### src/rtl/sprite_plotter_pkg.sv
// sprite_plotter_pkg: screen geometry, colour constants and FSM encoding shared by the sprite plotter.
package sprite_plotter_pkg;
   localparam int SCREEN_W = 160;
   localparam int SCREEN_H = 120;
   localparam int COLOUR_W = 3;
   localparam logic [COLOUR_W-1:0] BLACK = 3'b000;
   localparam logic [COLOUR_W-1:0] WHITE = 3'b111;
   typedef enum logic [1:0] {IDLE, DRAW, DONE} state_t;
endpackage

### src/rtl/sprite_mask_rom.sv
// sprite_mask_rom: per-pixel shape mask for the sprite plotter; only built with SPRITE_PLOTTER_MASK_EN.
// Row 0 is blank and columns 24..31 are cut away, giving a non-rectangular outline.
`ifdef SPRITE_PLOTTER_MASK_EN
module sprite_mask_rom
   import sprite_plotter_pkg::*;
(
   input  logic [4:0] row,
   input  logic [4:0] col,
   output logic       bit_o
);
   assign bit_o = (row != 5'd0) && (col < 5'd24);
endmodule
`endif

### src/rtl/sprite_plotter.sv
// sprite_plotter: turns a latched top-left position and colour into a row-major WIDTHxHEIGHT pixel write stream.
// Define SPRITE_PLOTTER_MASK_EN to gate each pixel with the sprite_mask_rom shape mask.
module sprite_plotter
   import sprite_plotter_pkg::*;
#(
   parameter int WIDTH  = 12,
   parameter int HEIGHT = 12
) (
   input  logic                clock,
   input  logic                reset,
   input  logic                start,
   input  logic [7:0]          x_in,
   input  logic [6:0]          y_in,
   input  logic [COLOUR_W-1:0] colour_in,
   output logic [7:0]          vga_x,
   output logic [6:0]          vga_y,
   output logic [COLOUR_W-1:0] vga_colour,
   output logic                plot,
   output logic                busy,
   output logic                done
);
   localparam logic [4:0] COL_LAST = 5'(WIDTH - 1);
   localparam logic [4:0] ROW_LAST = 5'(HEIGHT - 1);
   state_t state_q, state_d;
   logic [4:0] col_q, col_d, row_q, row_d;
   logic [7:0] bx_q, bx_d;
   logic [6:0] by_q, by_d;
   logic [COLOUR_W-1:0] colour_q, colour_d;
   logic [8:0] sum_x;
   logic [7:0] sum_y;
   logic last_col, last_row, mask_bit;
   assign last_col = col_q == COL_LAST;
   assign last_row = row_q == ROW_LAST;
   always_comb begin
      state_d  = state_q;
      col_d    = col_q;
      row_d    = row_q;
      bx_d     = bx_q;
      by_d     = by_q;
      colour_d = colour_q;
      case (state_q)
         IDLE: if (start) begin
            bx_d     = x_in;
            by_d     = y_in;
            colour_d = colour_in;
            col_d    = 5'd0;
            row_d    = 5'd0;
            state_d  = DRAW;
         end
         DRAW: begin
            col_d   = last_col ? 5'd0 : col_q + 5'd1;
            row_d   = last_col ? (last_row ? 5'd0 : row_q + 5'd1) : row_q;
            state_d = (last_col && last_row) ? DONE : DRAW;
         end
         default: state_d = IDLE;
      endcase
   end
   always_ff @(posedge clock) begin
      if (reset) begin
         state_q  <= IDLE;
         col_q    <= 5'd0;
         row_q    <= 5'd0;
         bx_q     <= 8'd0;
         by_q     <= 7'd0;
         colour_q <= BLACK;
      end else begin
         state_q  <= state_d;
         col_q    <= col_d;
         row_q    <= row_d;
         bx_q     <= bx_d;
         by_q     <= by_d;
         colour_q <= colour_d;
      end
   end
`ifdef SPRITE_PLOTTER_MASK_EN
   sprite_mask_rom u_mask (.row(row_q), .col(col_q), .bit_o(mask_bit));
`else
   assign mask_bit = 1'b1;
`endif
   // Sums are widened so off-screen pixels clip instead of wrapping onto the screen.
   assign sum_x      = {1'b0, bx_q} + {4'd0, col_q};
   assign sum_y      = {1'b0, by_q} + {3'd0, row_q};
   assign vga_x      = sum_x[7:0];
   assign vga_y      = sum_y[6:0];
   assign vga_colour = colour_q;
   assign plot       = (state_q == DRAW) && (sum_x < 9'(SCREEN_W)) && (sum_y < 8'(SCREEN_H)) && mask_bit;
   assign busy       = state_q != IDLE;
   assign done       = state_q == DONE;
endmodule

### config.mk
export PLATFORM = sky130hd
export DESIGN_NAME = sprite_plotter
export DESIGN_NICKNAME = d
export VERILOG_FILES = /design/src/rtl/sprite_plotter_pkg.sv /design/src/rtl/sprite_mask_rom.sv /design/src/rtl/sprite_plotter.sv
export SDC_FILE = /design/constraint.sdc
export NUM_CORES = 1
export LEC_CHECK = 0
export CAP_MARGIN = 20
export CORE_ASPECT_RATIO = 1.1
export CORE_MARGIN = 1
export CORE_UTILIZATION = 44
export DETAILED_ROUTE_END_ITERATION = 7
export PLACE_DENSITY = 0.75
export SYNTH_ARGS = -nofsm -noshare
export SYNTH_HDL_FRONTEND = slang
export SYNTH_SLANG_ARGS = --single-unit
### constraint.sdc
create_clock -name clock -period 2.2 [get_ports clock]
set_input_delay 0.55 -clock clock [delete_from_list [all_inputs] [get_ports clock]]
set_output_delay 0.55 -clock clock [all_outputs]
set_load 0.1 [all_outputs]
==> impl_metrics.tcl, run 1 <==
set metrics [dict create \
    wl_mm 5.39 \
    gp_congestion 0.795 \
    drc 0 \
    drive_above_1_share_pct 40.3 \
    met3_usage_pct 6.32 \
    worst_ir_drop_vdd_mv 0.426 \
    fillers 209 \
    worstMarginPinSlew_ps 612 \
    avgSynthCellArea_um2 7.88 \
    max_stage_delay_ps 350 \
    period_minus_slack_ps 2790 \
    clkPwrFrac_pct 27.1 \
    grt_usage_pct 26.0 \
    setup_violations 12 \
    yosys_warnings 0 \
    start_util_pct 46.2 \
    grt-busiest-layer "met2" \
    antenna_found_initial 0 \
    finalCritPeriodShare_pct 127 \
    critPathLaunchType "flop" \
    fin_nets 329 \
    die_area_um2 4120 \
    intPower_mw 1.08 \
    met1_usage_pct 27.9 \
    hold_class "flop to flop" \
    cts-root-buf "clkbuf_8" \
    cts.hold.buffers_added 0 \
    grtUsageMet2_pct 47.8 \
    max_slew_margin_pct 59.1 \
    via_count 1843 \
    vias_per_cell 5.34 \
    finish.utilization_pct 85.5 \
    leakagePower_nw 1.26 \
    syn-cell-area_um2 1700 \
    netlist_instances 216 \
    swShare_pct 35.9 \
    power_frac_seq_pct 35.9 \
    worstPathCellList "ha_4 -> inv_2 -> fa_2 -> nor2b_4 -> o31a_1 -> nor4_1 -> a211oi_1 -> and3_4 -> buf_12" \
    ys_types 36 \
    clk_latency_ps 280 \
    cts_num_sinks 30 \
    finalMaxSlewViolations 0 \
    powerDensity_nw_per_um2 535 \
    cts-htree-levels 2 \
    portBuffers 41 \
    clockBufferDepth 2 \
    placedCellCount 332 \
    die_y_um 67.2 \
    grt_pass1_wl_mm 7.76 \
    fmax_ghz 0.359 \
    core_region_area_um2 3680 \
    ys_seq_area_share_pct 35.3 \
    drv_cap 0 \
    worstPathRequired_ps 1650 \
    status "finished, violations left" \
    io_pins 42 \
    syn_to_final_growth_pct 84.9 \
    chipWidth_um 61.3 \
    failed_checks "negative setup slack" \
    numCtsBuffers 5 \
    n_antenna_cell 0 \
    fin_ws_ps -587 \
    syn-num-nets 251 \
    finalHoldViolations 0 \
    multi_input_area_um2 1410 \
    first_iter_violations 70 \
    dp_slack_ps -274 \
    first_pass_iters 4 \
    p_sw_uw 605 \
    critical_path_arrival_ps 2240 \
    rsz0062_at_grt "yes" \
    critPathSlowestCell "dfxtp_4" \
    ant_nets 0 \
    grt_overflow 0 \
    finalNonFillerCells 345 \
    endpoint_kind "output port" \
    grt_max_degree 29 \
    holdWs_ps 457 \
    pwr-share-comb_pct 37.0 \
    core.rowCount 23 \
    critical_path_class "flop to output port" \
    synth_seq_cells 30 \
    dp_hpwl_mm 3.58 \
    finClkSkew_ps 4.78 \
    seq_area_um2 621 \
    worstPathMaxFanout 3 \
    clkSlewWorstSetupHoldPaths_ps 60 \
    routedWlPerCell_um 15.6 \
    cts_tree "yes" \
    grt_pass1_vias 1775 \
]
-- worst max-delay path: cells and delay by family, from the launching register on --
family	cells	cell delay [ps]
simple gates	3	600
flops	1	350
fa+ha+maj	2	390
compound gates	2	400
buf+inv	2	210
-- cells by family after synthesis --
logic type	after synthesis	share of synthesized area [%]
simple gates	92	24.9
flops	30	35.3
xor+xnor	16	8.23
buf+inv	19	4.56
compound gates	45	15.9
fa+ha+maj	14	11.2
-- layer usage --
metal  share of wire, %  vias to the layer above  wire [µm]
met5                  0                        -          0
met4                1.3                        0         70
met3                3.5                       10        190
met2                 55                       52       2970
met1                 40                      897       2160
li1                   -                      884          -
-- power groups by stage --
| stage | clock network (mW) | logic [mW] | registers, mW |
|---|---|---|---|
| 2_1_floorplan | 0 | 0.357 | 0.635 |
| 3_3_place_gp | 0 | 0.594 | 0.612 |
| 3_5_place_dp | 0 | 0.601 | 0.613 |
| 4_1_cts | 0.465 | 0.617 | 0.603 |
| 5_1_grt | 0.486 | 0.652 | 0.607 |
| 6_report | 0.457 | 0.624 | 0.605 |
-- path summary, 6_finish.rpt --
kind                      start             to  slack (ps)  cells after the start
hold / removal    vga_colour[0]  vga_colour[0]         460                      2
setup reg to reg     state_q[0]       row_q[3]         490                      6
hold reg to reg   vga_colour[0]  vga_colour[0]         460                      2
setup / recovery       col_q[0]           plot        -590                      9
-- area by class of cell --
type	count	area share, %
well taps	50	1.99
multi-input cells	167	44.8
repair buffers	79	29.3
inverters	11	1.31
flip-flops and latches	30	19.7
clock buffers	7	2.74
clock inverters	1	0.159
-- synth_stat cells, drive strengths merged --
master | n | area (µm²)
a211oi | 2 | 20.0
a21o | 3 | 22.5
a21oi | 26 | 134
a22oi | 1 | 7.51
a31oi | 1 | 6.26
and2 | 2 | 12.5
and3 | 1 | 6.26
and4bb | 1 | 12.5
buf | 3 | 17.5
clkbuf | 5 | 18.8
dfxtp | 30 | 601
fa | 2 | 40.0
ha | 12 | 150
inv | 11 | 41.3
nand2 | 47 | 179
nand2b | 2 | 12.5
nand3 | 6 | 30.0
nand3b | 1 | 7.51
nand4 | 4 | 25.0
nor2 | 18 | 67.6
nor2b | 5 | 38.8
nor3 | 3 | 20.0
nor4 | 2 | 12.5
o21a | 2 | 15.0
o21ai | 7 | 35.0
o22ai | 1 | 12.5
o31a | 2 | 17.5
xnor2 | 10 | 87.6
xor2 | 6 | 52.6
-- per-stage QoR --
stage,power [mW],TNS (ps),cell area (µm²)
after detailed placement,1.21,-820,2910
after global routing,1.75,-4100,3150
after floorplan,0.992,-2050,2030
final,1.69,-3400,3150
after CTS,1.68,-3090,3080
after global placement,1.21,-568,2910
-- timing repair --
item                       4_1_cts  5_1_grt
setup endpoints to repair       12       12
hold endpoints to repair         0        0
resized for setup               16        8
pin swaps                       20       10
setup buffers                    1        4
-- sequential cells by signal, summed over array words and instances (netlist names) --
name and cells:
bx_q 8, by_q 7, col_q 5, row_q 5
state_q 2, vga_colour 3
-- cells in the final DEF (no fill, tap or decap), types with 3 or more instances in the layout --
| master | Yosys | layout |
|---|---|---|
| nand3_1 | 6 | 5 |
| inv_1 | 11 | 9 |
| clkbuf_8 | 0 | 6 |
| nand2_1 | 46 | 44 |
| dfxtp_2 | 0 | 10 |
| nand4_1 | 4 | 4 |
| o21ai_1 | 2 | 4 |
| ha_1 | 12 | 4 |
| ha_4 | 0 | 8 |
| a21oi_1 | 25 | 21 |
| xnor2_4 | 0 | 8 |
| a21o_1 | 3 | 3 |
| a21oi_2 | 1 | 3 |
| buf_6 | 0 | 8 |
| buf_4 | 1 | 31 |
| buf_12 | 0 | 20 |
| nor2_1 | 18 | 16 |
| dfxtp_1 | 30 | 18 |
| clkdlybuf4s50_1 | 0 | 20 |
| nand2_2 | 1 | 3 |
| nor2b_1 | 4 | 3 |
| xor2_1 | 6 | 4 |
No activity file was read; power rests on OpenSTA's default activity.
==> run 2, diff against run 1 <==
--- a/config.mk
+++ b/config.mk
@@ -7,9 +7,10 @@
 export LEC_CHECK = 0
 export CAP_MARGIN = 20
 export CORE_ASPECT_RATIO = 1.1
-export CORE_MARGIN = 1
+export CORE_MARGIN = 2
 export CORE_UTILIZATION = 44
 export DETAILED_ROUTE_END_ITERATION = 7
+export GPL_TIMING_DRIVEN = 1
 export PLACE_DENSITY = 0.75
 export SYNTH_ARGS = -nofsm -noshare
 export SYNTH_HDL_FRONTEND = slang
==> run 2 against run 1 <==
  * Worst hold slack better by 4.7 ps
  * Maximum frequency up 0.24%
  * The run still ends with negative setup slack left
  * Via count down 1.5%
  * Clock power down 9.4%
  * Final cell count up 1.7%
  * Wire length up 1.8%
  * Sequential cell count unchanged
  * Combinational power up 0.8%
  * Largest cell class unchanged
  * Register-to-register slack worse by 160 ps
  * Cell area up 1.5%
==> impl_metrics.tcl, run 2 (same netlist as run 1, synthesis figures left out) <==
set metrics [dict create \
    regMostFlops "bx_q" \
    grt_max_degree 22 \
    rr_worst_depth 10 \
    max_stage_delay_ps 350 \
    vias_per_cell 5.17 \
    cts_tree "yes" \
    numCtsBuffers 5 \
    final_common_cell "nand2_1" \
    crit_top_cell "o31a_1" \
    routedWlPerCell_um 15.6 \
    worstPathCellList "ha_4 -> inv_2 -> fa_2 -> nor2b_4 -> o31a_1 -> nand3b_1 -> o31a_1 -> o21ai_2 -> and3_4 -> buf_12" \
    leakagePower_nw 1.29 \
    die_y_um 69.2 \
    finalCritPeriodShare_pct 126 \
    clkSlewWorstSetupHoldPaths_ps 60 \
    critical_path_class "flop to output port" \
    clk_latency_ps 280 \
    grt_usage_pct 25.1 \
    die_area_um2 4380 \
    powerDensity_nw_per_um2 516 \
    rsz0062_at_grt "yes" \
    io_pins 42 \
    grt_overflow 0 \
    worst_ir_drop_vdd_mv 0.382 \
    start_util_pct 46.2 \
    chipWidth_um 63.3 \
    min_path_cells 2 \
    critPathSlowestCell "dfxtp_4" \
    endpoint_kind "output port" \
    core_region_area_um2 3680 \
    n_antenna_cell 0 \
    fin_nets 336 \
    reg.largest.list "bx_q x8, by_q x7" \
    worstMarginPinSlew_ps 574 \
    drive_above_1_share_pct 41.2 \
    wl_mm 5.49 \
    gp_congestion 0.792 \
    cts-htree-levels 2 \
    drc 0 \
    fmax_ghz 0.360 \
    ant_nets 0 \
    fin_ws_ps -581 \
    core.rowCount 23 \
    finalMaxSlewViolations 0 \
    period_minus_slack_ps 2780 \
    portBuffers 41 \
    placed_area_um2 2900 \
    syn_to_final_growth_pct 87.7 \
    first_iter_violations 80 \
    finClkSkew_ps 6.72 \
    hold_class "flop to flop" \
    cts_num_sinks 30 \
    grt_pass1_vias 1867 \
    layout_common_cells "nand2_1 (44), buf_4 (33), a21oi_1 (21)" \
    drv_cap 0 \
    antenna_found_initial 0 \
    p_total_mw 1.65 \
    finish.instance_area_um2 3200 \
    largest_register_ffs 8 \
    first_pass_iters 4 \
    failed_checks "negative setup slack" \
    status "finished, violations left" \
    critical_path_arrival_ps 2230 \
    worstPathMaxFanout 3 \
    dp_slack_ps -279 \
    critPathLaunchType "flop" \
    dp_hpwl_mm 3.45 \
    setup_violations 12 \
    fillers 199 \
    cts-root-buf "clkbuf_8" \
    worstPathRequired_ps 1650 \
    via_count 1815 \
    finalHoldViolations 0 \
    grt_pass1_wl_mm 8.73 \
    clockBufferDepth 2 \
    max_slew_margin_pct 61.6 \
]
==> run 2: changes by cell type in the layout (fill, tap and decap cells not counted), sizes merged <==
cell    before  now
buf         59   66
clkinv       1    0
==> run 2: final timing paths <==
path / start / to / slack, ps
max: col_q[0] / plot / -580
min: by_q[3] / by_q[3] / 460
max reg2reg: col_q[0] / row_q[3] / 330
min reg2reg: by_q[3] / by_q[3] / 460
==> run 2: where the power goes <==
part	switching, mW	internal (mW)	leakage (nW)
sequential	0.0331	0.572	0.250
clock	0.196	0.217	0.0383
combinational	0.367	0.262	1.00
==> run 2: through the flow <==
step,utilization (%),hold slack [ps],instances,setup TNS (ps)
6_report,86.8,461,351,-3970
5_1_grt,86.8,484,351,-4760
4_1_cts,84.6,462,347,-3340
3_5_place_dp,78.7,454,334,-753
3_3_place_gp,78.7,445,334,-557
2_1_floorplan,-,440,216,-2050
==> run 2: critical path: cells and delay by family, from the launching register on <==
| family | cells | cell delay [ps] |
|---|---|---|
| buffers and inverters | 2 | 220 |
| AOI/OAI and AO/OA | 3 | 550 |
| adders and majority gates | 2 | 370 |
| DFF | 1 | 350 |
| and+or+nand+nor | 3 | 450 |
==> run 2: routing by layer <==
layer  up-vias  wire length [µm]  track usage (%)
li1        896                 -                -
met1       860              2160             29.4
met2        55              3030             46.1
met3         4               265             5.52
met4         0                32             6.04
met5         -                 0                0
==> run 2: layout make-up <==
class                      count  area [µm²]  share of cell area, %
clock buffer                   7        76.3                   2.39
inverter                      11        41.3                   1.29
multi-input combinational    167        1410                   44.2
sequential                    30         617                   19.3
tap                           50        62.6                   1.96
timing repair buffer          86         986                   30.9
==> run 2: what timing repair did <==
item,in CTS,in global routing
endpoints found under the setup margin,12,12
pin swaps,25,15
hold endpoints to repair,0,0
buffers inserted,7,6
gates resized for setup,18,13
hold buffers,0,0
==> run 3, diff against run 2 <==
--- a/config.mk
+++ b/config.mk
@@ -12,6 +12,7 @@
 export DETAILED_ROUTE_END_ITERATION = 7
 export GPL_TIMING_DRIVEN = 1
 export PLACE_DENSITY = 0.75
+export SETUP_SLACK_MARGIN = 0.5
 export SYNTH_ARGS = -nofsm -noshare
 export SYNTH_HDL_FRONTEND = slang
 export SYNTH_SLANG_ARGS = --single-unit
==> run 3 against run 2 <==
  * The flow still finishes with violations (negative setup slack)
  * Via count rose by 3.1%
  * First-iteration DRC count up 21%
  * Critical path depth did not move
  * Worst setup slack got worse by 55 ps
  * Clock skew shrank 0.72 ps
  * Largest power group unchanged
  * Register-to-register slack improved by 260 ps
  * Sequential cell count unchanged
  * Sequential share of layout area about the same
  * Wire length rose by 11%
  * Critical endpoint unchanged
  * Maximum frequency is 1.9% lower
==> impl_metrics.tcl, run 3 (same netlist as run 1, synthesis figures left out) <==
set metrics [dict create \
    failed_checks "negative setup slack" \
    die_area_um2 4380 \
    syn_to_final_growth_pct 89.2 \
    grt_pass1_vias 1887 \
    worstPathRequired_ps 1650 \
    cts-htree-levels 2 \
    portBuffers 41 \
    clkPwrFrac_pct 25.3 \
    fillers 171 \
    max_stage_delay_ps 350 \
    core_region_area_um2 3680 \
    endpoint_kind "output port" \
    placed_area_um2 2950 \
    grt_pass1_wl_mm 9.40 \
    worstMarginPinSlew_ps 431 \
    worst_ir_drop_vdd_mv 0.506 \
    hold_class "flop to flop" \
    period_minus_slack_ps 2840 \
    rsz0062_at_grt "yes" \
    setup-tns-final_ps -4200 \
    drv_cap 0 \
    cts_num_sinks 30 \
    finalHoldViolations 0 \
    first_pass_iters 4 \
    start_util_pct 46.2 \
    first_iter_violations 97 \
    grt_max_degree 29 \
    core.rowCount 23 \
    cts.hold.buffers_added 0 \
    intPower_mw 1.05 \
    n_antenna_cell 0 \
    drive_above_1_share_pct 43.0 \
    finalMaxSlewViolations 0 \
    status "finished, violations left" \
    die_y_um 69.2 \
    drc 0 \
    fin_ws_ps -635 \
    finClkSkew_ps 6.00 \
    routedWlPerCell_um 17.4 \
    wl_mm 6.09 \
    cts-root-buf "clkbuf_8" \
    clkSlewWorstSetupHoldPaths_ps 60 \
    finalCritPeriodShare_pct 129 \
    pwr-share-comb_pct 38.3 \
    grt_overflow 0 \
    gp_congestion 0.828 \
    grt_usage_pct 27.1 \
    leakagePower_nw 1.26 \
    largest_register_ffs 8 \
    antenna_found_initial 0 \
    regMostFlops "bx_q" \
    numCtsBuffers 5 \
    finish.instance_area_um2 3220 \
    critical_path_class "flop to output port" \
    vias_per_cell 5.35 \
    setup_violations 12 \
    reg.largest.list "bx_q x8, by_q x7" \
    fin_nets 334 \
    worstPathCellList "ha_4 -> inv_2 -> fa_2 -> nor2b_4 -> o31a_1 -> nand3b_1 -> o31a_1 -> o21ai_1 -> and3_4 -> buf_12" \
    final_common_cell "nand2_1" \
    worstPathMaxFanout 3 \
    clk_latency_ps 280 \
    critical_path_arrival_ps 2290 \
    swShare_pct 36.7 \
    via_count 1871 \
    max_slew_margin_pct 71.2 \
    io_pins 42 \
    cts_tree "yes" \
    critPathSlowestCell "dfxtp_4" \
    powerDensity_nw_per_um2 516 \
    layout_common_cells "nand2_1 (44), buf_4 (36), a21oi_1 (21)" \
    finalNonFillerCells 350 \
    ant_nets 0 \
    cp_top_family "compound AO/OA/AOI/OAI gates" \
    dp_hpwl_mm 3.43 \
    crit_top_cell "o31a_1" \
    critPathLaunchType "flop" \
    clockBufferDepth 2 \
    placedCellCount 331 \
    holdWs_ps 456 \
    p_sw_uw 611 \
    chipWidth_um 63.3 \
    power_frac_seq_pct 36.4 \
    dp_slack_ps -305 \
    crit_buf_inv 2 \
    fmax_ghz 0.353 \
]
## run 3: changes by cell type in the layout (fill, tap and decap cells not counted), moves of 2 or more
cell        delta
dfxtp_2        -2
dfxtp_4        +2
ha_1           -2
buf_4          +3
ha_4           +2
buf_6          -4
inv_1          -2
clkinvlp_4     +2
## run 3: tightest hold or removal path, stage by stage (launching register included)
cell	delay (ps)
dfxtp_1	310
nand2_1	50
a21oi_1	50
## run 3: worst paths after layout
kind | startpoint | end | slack, ps | cells past startpoint
worst max register to register | col_q[0] | row_q[3] | 590 | 8
worst min register to register | vga_colour[1] | vga_colour[1] | 460 | 2
worst max-delay path | col_q[0] | plot | -640 | 10
worst min-delay path | vga_colour[1] | vga_colour[1] | 460 | 2
## run 3: power groups by stage
stage               clock network (mW)  registers, mW  logic, mW
finish                           0.422          0.605      0.637
CTS                              0.427          0.602      0.620
detailed placement                   0          0.613      0.608
floorplan                            0          0.637      0.368
global placement                     0          0.612      0.599
global route                     0.460          0.608      0.663
## run 3: repair_timing
action / CTS / global route
setup buffers: 8 / 3
endpoints found under the setup margin: 15 / 15
gates cloned: 0 / 0
pin swaps: 19 / 7
resized for setup: 17 / 7
## run 3: layout make-up
type | count | area [µm²] | share of cell area [%]
clock buffer | 8 | 80.1 | 2.49
inverter | 11 | 48.8 | 1.51
multi-input combinational | 167 | 1470 | 45.5
sequential | 30 | 622 | 19.3
tap | 50 | 62.6 | 1.94
timing repair buffer | 84 | 943 | 29.3
## run 3: per-stage QoR
stage / util [%] / power (mW)
after global routing: 87.5 / 1.73
after floorplan: - / 1.01
after detailed placement: 80.2 / 1.22
final: 87.5 / 1.66
after CTS: 86.1 / 1.65
after global placement: 80.2 / 1.21
## run 3: per-layer routing
metal	GRT usage [%]	wire length, µm
met5	0	0
met4	9.42	161
met3	5.36	208
met2	46.7	3230
met1	33.6	2500
